[src/rtl/uart_tx_arbiter.sv]
// Round-robin arbiter that streams multi-byte messages from N_REQ requesters
// into one UART transmitter, one byte per start/busy handshake.
module uart_tx_arbiter #(
  parameter int N_REQ     = 4,
  parameter int START_TMO = 15
) (
  input  logic               clk_i,
  input  logic               rst_i,
  input  logic [N_REQ-1:0]   req_i,
  input  logic [8*N_REQ-1:0] data_i,
  input  logic [N_REQ-1:0]   last_i,
  input  logic               busy_i,
  output logic               start_o,
  output logic [7:0]         data_o,
  output logic [N_REQ-1:0]   grant_o,
  output logic [N_REQ-1:0]   ack_o,
  output logic               err_o
);
  localparam int IDX_W = $clog2(N_REQ);
  localparam int TMO_W = $clog2(START_TMO + 1);

  typedef enum logic [2:0] {
    IDLE     = 3'd0,
    ARB      = 3'd1,
    LOAD     = 3'd2,
    START_TX = 3'd3,
    TX       = 3'd4,
    RELEASE  = 3'd5
  } state_t;

  state_t           state;
  logic [IDX_W-1:0] owner;
  logic [IDX_W-1:0] rr_ptr;
  logic [IDX_W-1:0] pick_idx;
  logic [IDX_W-1:0] cand_idx;
  logic             pick_found;
  logic             last_flag;
  logic [TMO_W-1:0] tmo_cnt;
  logic [7:0]       byte_arr [N_REQ];
  int               cand;

  generate
    for (genvar gi = 0; gi < N_REQ; gi++) begin : g_bytes
      assign byte_arr[gi] = data_i[8*gi +: 8];
    end
  endgenerate

  // Search starts one past the last released owner, so it gets lowest priority.
  always_comb begin
    pick_found = 1'b0;
    pick_idx   = '0;
    cand       = 0;
    cand_idx   = '0;
    for (int i = 1; i <= N_REQ; i++) begin
      cand     = (int'(rr_ptr) + i) % N_REQ;
      cand_idx = IDX_W'(cand);
      if (!pick_found && req_i[cand_idx]) begin
        pick_found = 1'b1;
        pick_idx   = cand_idx;
      end
    end
  end

  always_ff @(posedge clk_i or posedge rst_i) begin
    if (rst_i) begin
      state     <= IDLE;
      start_o   <= 1'b0;
      data_o    <= 8'h00;
      grant_o   <= '0;
      ack_o     <= '0;
      err_o     <= 1'b0;
      tmo_cnt   <= '0;
      rr_ptr    <= IDX_W'(N_REQ - 1);
      owner     <= '0;
      last_flag <= 1'b0;
    end else begin
      ack_o <= '0;
      err_o <= 1'b0;
      case (state)
        IDLE: begin
          if (|req_i) state <= ARB;
        end
        ARB: begin
          if (pick_found) begin
            owner   <= pick_idx;
            grant_o <= N_REQ'(1) << pick_idx;
            state   <= LOAD;
          end else begin
            grant_o <= '0;
            state   <= IDLE;
          end
        end
        LOAD: begin
          data_o    <= byte_arr[owner];
          last_flag <= last_i[owner];
          ack_o     <= grant_o;
          start_o   <= ~busy_i;
          tmo_cnt   <= '0;
          state     <= START_TX;
        end
        START_TX: begin
          // Busy only counts as the UART's answer once start has been presented.
          if (start_o && busy_i) begin
            start_o <= 1'b0;
            state   <= TX;
          end else if (tmo_cnt == TMO_W'(START_TMO - 1)) begin
            start_o <= 1'b0;
            err_o   <= 1'b1;
            state   <= RELEASE;
          end else begin
            start_o <= ~busy_i;
            tmo_cnt <= tmo_cnt + 1'b1;
          end
        end
        TX: begin
          if (!busy_i) begin
            if (last_flag || !req_i[owner]) state <= RELEASE;
            else                            state <= LOAD;
          end
        end
        RELEASE: begin
          grant_o <= '0;
          rr_ptr  <= owner;
          state   <= IDLE;
        end
        default: begin
          state   <= IDLE;
          start_o <= 1'b0;
          grant_o <= '0;
        end
      endcase
    end
  end

endmodule
[config.mk]
export PLATFORM = sky130hd
export DESIGN_NAME = uart_tx_arbiter
export DESIGN_NICKNAME = d
export VERILOG_FILES = /design/src/rtl/uart_tx_arbiter.sv
export SDC_FILE = /design/constraint.sdc
export NUM_CORES = 1
export LEC_CHECK = 0
export CAP_MARGIN = 5
export CORE_ASPECT_RATIO = 1.2
export CORE_UTILIZATION = 25
export DETAILED_ROUTE_END_ITERATION = 8
export DONT_BUFFER_PORTS = 1
export GPL_ROUTABILITY_DRIVEN = 0
export PLACE_DENSITY_LB_ADDON = 0.08
export SETUP_SLACK_MARGIN = 0.3
export SLEW_MARGIN = 5
export SYNTH_ARGS = -nofsm -noshare
export SYNTH_HDL_FRONTEND = slang
export SYNTH_SLANG_ARGS = --single-unit
[constraint.sdc]
create_clock -name clk_i -period 1.9 [get_ports clk_i]
set_input_delay 0.57 -clock clk_i [delete_from_list [all_inputs] [get_ports clk_i]]
set_output_delay 0.57 -clock clk_i [all_outputs]
set_load 0.05 [all_outputs]
==> results of run 1 <==
## registers in the layout (all words and copies together) (netlist names)
signal and cells:
state 3, tmo_cnt 4, rr_ptr 2, data_o 8
owner 2, grant_o 4, ack_o 4, start_o 1
last_flag 1, err_o 1
## power breakdown
group | switching, uW | total (uW) | internal [uW]
logic | 569 | 1230 | 664
registers | 740 | 1650 | 911
clock network | 237 | 628 | 391
total | 1550 | 3510 | 1970
## cell usage after synthesis, types with 2 or more instances
| cell type | instances | share of area [%] |
|---|---|---|
| a211o_1 | 2 | 1.1 |
| a21oi_1 | 3 | 0.93 |
| a22o_1 | 4 | 2.2 |
| a32o_1 | 2 | 1.2 |
| and2_1 | 4 | 1.6 |
| buf_4 | 2 | 0.93 |
| dfrtp_1 | 28 | 44 |
| dfstp_2 | 2 | 3.3 |
| ha_1 | 2 | 1.6 |
| inv_1 | 6 | 1.4 |
| mux2_2 | 11 | 7.7 |
| mux4_2 | 10 | 14 |
| nand2_1 | 11 | 2.6 |
| nand2b_1 | 2 | 0.78 |
| nand3_1 | 4 | 1.2 |
| nor2_1 | 7 | 1.6 |
| o21ai_0 | 5 | 1.6 |
| o21ai_2 | 2 | 1.1 |
| or3_1 | 2 | 0.78 |
## final cells by class
type	instances	area [um2]	area share, %
sequential	30	754.5	40.58
clock buffer	6	72.57	3.903
inverter	6	22.52	1.211
tap	82	102.6	5.518
clock inverter	2	37.54	2.019
multi-input combinational	91	817.0	43.94
timing repair buffer	7	52.55	2.826
## per-layer routing
layer	global-route usage, %	wire [um]	part of all wire [%]	vias up
met2	18.69	1740	49	43
met3	3.251	250	7.1	5
met5	0	0	0	-
met4	4.630	61	1.7	0
li1	-	-	-	510
met1	14.73	1470	42	530
## per-stage QoR
stage / power, uW / hold WS (ns) / area (um2) / std cells / worst slack (ns)
after global routing: 3763 / 0.2749 / 1859 / 224 / 0.2258
after CTS: 3566 / 0.2645 / 1853 / 224 / 0.3059
after detailed placement: 2927 / 0.5362 / 1743 / 216 / 0.2249
final: 3512 / 0.2486 / 1859 / 224 / 0.3878
after floorplan: 2592 / 0.4813 / 1610 / 131 / 0.3236
after global placement: 2914 / 0.5366 / 1743 / 216 / 0.2591
## repair_timing
item / 4_1_cts / 5_1_grt
hold buffers: 0 / 0
setup endpoints to repair: 0 / 9
resized for setup: 0 / 2
## path summary, 6_finish.rpt
check / from / end
setup reg to reg: rr_ptr[0] / grant_o[1]
max in group asynchronous: rst_i / rr_ptr[0]
min in group clk_i: busy_i / state[0]
setup / recovery: rr_ptr[0] / grant_o[1]
hold / removal: rst_i / data_o[7]
hold reg to reg: last_flag / last_flag
## logic make-up (layout without fill, tap and decap cells)
logic type               count (synthesis)  after routing  share of synthesized area [%]
multiplexers                            22             22                          22.30
AND/OR/NAND/NOR                         42             42                          14.30
flip-flops                              30             30                          46.78
AO/OA/AOI/OAI                           24             24                          11.73
adder cells (fa/ha/maj)                  2              2                          1.554
XOR/XNOR                                 1              1                         0.5440
buffers and inverters                   10             21                          2.796
==> qor.yml, run 1 <==
sta:
  fmax_ghz: 0.6613
  finalHoldViolations: 0
  period_needed_ns: 1.512
  setup_tns_ns: 0
  tightest_slew_ns: 0.5138
  finalClockSkew_ns: 0.009040
  fin_crit_sh_pct: 79.59
  relSlewSlack_pct: 65.74
  slew_viol_final: 0
  rsz0062_at_grt: "yes"
  setup_viol: 0
die:
  die_w_um: 75.27
  row_count: 31
  die-area_mm2: 0.006767
  io_pins: 61
  die_height_um: 89.92
  start_util_pct: 26.28
  coreArea_mm2: 0.006128
critical_path:
  path_delay_family: "compound AO/OA/AOI/OAI gates"
  crit_buf_inv: 0
  critPathKind: "reg2reg"
  slowest_stage: "dfstp_2"
  crit_path_max_incr_delay_ns: 0.56
  ff2ff_setup_slack_ns: 0.39
  crit_required_ns: 2.07
  startpoint_type: "flop"
  reg2regPathDepth: 4
  critPathCaptureType: "flop"
  path_depth: 4
  worstPathMaxFanout: 4
  crit_chain: "nand2b_1 -> o21ai_0 -> a211o_1 -> a22o_1"
  arrival_ns: 1.68
clock_network:
  cts.sinks: 30
  clk_pin_slew_ns: 0.07
  cts_max_level: 2
  cts_setup_buffers: 0
  cts_tree: "built"
  root_buffer: "clkbuf_8"
  cts_max_path_buffers: 2
  clock_latency_ns: 0.28
  numCtsBuffers: 5
global_route:
  antenna_found_initial: 0
  first_global_vias: 1162
  grt.overflow.total: 0
  grt_pass1_wl_um: 5878
  grt_max_degree: 31
  grt_use_total_pct: 11.71
finish:
  final_nets: 186
  nFillCells: 675
  synthToLayoutAreaGrowth_pct: 15.46
  final_cell_mix: "dfrtp_1, nand2_1, mux2_2"
  final_common_cell: "dfrtp_1"
  fin_util_pct: 30.34
  diodes: 0
  final_layout_size_suffix_gt1_share_pct: 32.39
synth:
  ys_seq_area_share_pct: 46.78
  syn-num-nets: 176
  synth_cell_types: 41
  synth_warnings: 0
  syn_area_mm2: 0.001610
  synthArstFlopShare_pct: 100.0
  yosys_register_bits: 30
  synth_edf_count: 0
  synthFlopType: "dfrtp_1"
  netlist_instances: 131
  syn_area_per_cell_um2: 12.29
place:
  portBuffers: 0
  post-dp-hpwl_um: 2765
route:
  drt_wl_total_um: 3522
  drc: 0
  first_pass_iters: 4
  ant_nets: 0
  post_drt_wl_per_cell_um: 15.72
  viasPerCell: 4.857
  vias: 1088
  drt_iter0_markers: 45
worst_hold_path:
  worst_hold_path_type: "in2async"
power:
  p_leak_uw: 0.0007862
  vdd_drop_max_v: 0.0005032
  p_per_area_mw_per_mm2: 1889
outcome:
  run_status: "completed"
run:
  drv_cap: 0
Note: power is estimated with default switching activity, not from simulation.
==> run 2, diff against run 1 <==
Clock period 1.9 ns to 1.5 ns, I/O delays scaled along.
==> run 2 against run 1 <==
Worst hold slack worse by 0.11 ns. Critical path type unchanged. Via count is 7.7% higher. Largest cell class unchanged. First-iteration DRC count is 6.7% lower. Non-clock buffer count is 13 higher. Cell count is 5.4% higher. Flip-flop and latch count stayed put. Global-route usage is 1.8 points higher. Wire length is 17% higher. Count of clock-buffer cells in the layout is 1 lower. Die area stayed put. Setup slack worse by 0.33 ns.
==> qor.yml, run 2 (synthesis gave the netlist of run 1 again) <==
route:
  first_pass_iters: 4
  viasPerCell: 4.966
  drt_wl_total_um: 4111
  drt_iter0_markers: 42
  vias: 1172
  post_drt_wl_per_cell_um: 17.42
  drc: 0
  ant_nets: 0
finish:
  final_common_cell: "dfrtp_2"
  fin_util_pct: 35.36
  final_cell_area_mm2: 0.002167
  largest-register: "data_o"
  synthToLayoutAreaGrowth_pct: 34.58
  final_nets: 199
  final_cell_mix: "dfrtp_2, buf_4, mux4_2"
  diodes: 0
  largest_reg_flops: 8
  final_layout_size_suffix_gt1_share_pct: 65.58
power:
  vdd_drop_max_v: 0.0008118
  p_leak_uw: 0.0008935
  p_per_area_mw_per_mm2: 2352
sta:
  relSlewSlack_pct: 67.55
  fmax_ghz: 0.6927
  tightest_slew_ns: 0.4831
  finalClockSkew_ns: 0.004857
  setup_ws_ns: 0.05642
  period_needed_ns: 1.444
  rsz0062_at_grt: "yes"
  setup_tns_ns: 0
  finalHoldViolations: 0
  slew_viol_final: 0
  fin_crit_sh_pct: 96.24
  setup_viol: 0
critical_path:
  crit_chain: "buf_12 -> mux4_2 -> mux2_4"
  critPathKind: "reg2reg"
  crit_required_ns: 1.66
  arrival_ns: 1.60
  slowest_stage: "mux4_2"
  worstPathMaxFanout: 8
  startpoint_type: "flop"
  crit_path_max_incr_delay_ns: 0.48
  critPathCaptureType: "flop"
clock_network:
  cts_max_path_buffers: 2
  clock_latency_ns: 0.28
  cts_max_level: 2
  cts.sinks: 30
  clk_pin_slew_ns: 0.07
  root_buffer: "clkbuf_8"
  numCtsBuffers: 5
  postCtsHoldBufs: 0
  cts_tree: "built"
die:
  die_height_um: 89.92
  io_pins: 61
  die_w_um: 75.27
  row_count: 31
  die-area_mm2: 0.006767
  start_util_pct: 26.28
  coreArea_mm2: 0.006128
place:
  portBuffers: 0
  dp_slack_ns: 0.05177
  post-dp-hpwl_um: 2893
  place_area_mm2: 0.001876
global_route:
  antenna_found_initial: 0
  grt_use_total_pct: 13.53
  first_global_vias: 1302
  grt_max_degree: 31
  grt.overflow.total: 0
  grt_pass1_wl_um: 6686
run:
  drv_cap: 0
outcome:
  run_status: "completed"
worst_hold_path:
  worst_hold_path_type: "in2async"
[run 2: where the power goes]
part	leakage [uW]	internal, uW	switching (uW)
registers	0.000352	1200	948
clock network	0.0000438	311	303
logic	0.000498	1360	984
total	0.000893	2860	2230
[run 2: final cells by class]
type | count | area, um2
clock buffers | 5 | 68.82
clock inverters | 2 | 10.01
fillers | 634 | 3961
inverters | 6 | 22.52
multi-input cells | 91 | 997.2
flip-flops and latches | 30 | 777.0
well taps | 82 | 102.6
repair buffers | 20 | 188.9
[run 2: repair_timing]
item	in CTS	in global routing
pin swaps	4	16
gates resized for setup	26	31
setup buffers	3	3
setup endpoints to repair	40	47
[run 2: metal layers]
| metal | share of wire (%) | vias up | GRT usage [%] |
|---|---|---|---|
| li1 | - | 535 | - |
| met4 | 1.8 | 0 | 4.784 |
| met3 | 7.1 | 6 | 4.596 |
| met1 | 38 | 580 | 15.50 |
| met2 | 53 | 51 | 22.90 |
| met5 | 0 | - | 0 |
[run 2: final timing paths]
path	startpoint	to	slack (ns)	cells past startpoint
min in group clk_i	busy_i	state[0]	0.30	1
setup / recovery	owner[0]	data_o[6]	0.06	3
setup reg to reg	owner[0]	data_o[6]	0.06	3
max in group asynchronous	rst_i	rr_ptr[1]	1.03	2
hold reg to reg	start_o	start_o	0.59	1
hold / removal	rst_i	ack_o[3]	0.14	2
[run 2: worst max-delay path: cells and delay by family (launching register included)]
| family | cells | cell delay (ns) |
|---|---|---|
| muxes | 2 | 0.75 |
| DFF | 1 | 0.42 |
| buffers and inverters | 1 | 0.16 |
[run 2: per-stage QoR]
stage | power (uW) | hold slack [ns] | cells
floorplan | 3394 | 0.5393 | 131
global placement | 3978 | 0.4522 | 223
detailed placement | 3999 | 0.4596 | 223
CTS | 4818 | 0.1509 | 233
global route | 5437 | 0.1830 | 236
finish | 5097 | 0.1359 | 236
==> run 3, diff against run 2 <==
Settings changed: CTS_CLUSTER_DIAMETER from default to 100.
==> results of run 3 <==
Same layout as run 2: the final DEF is identical, and so are final timing and power.
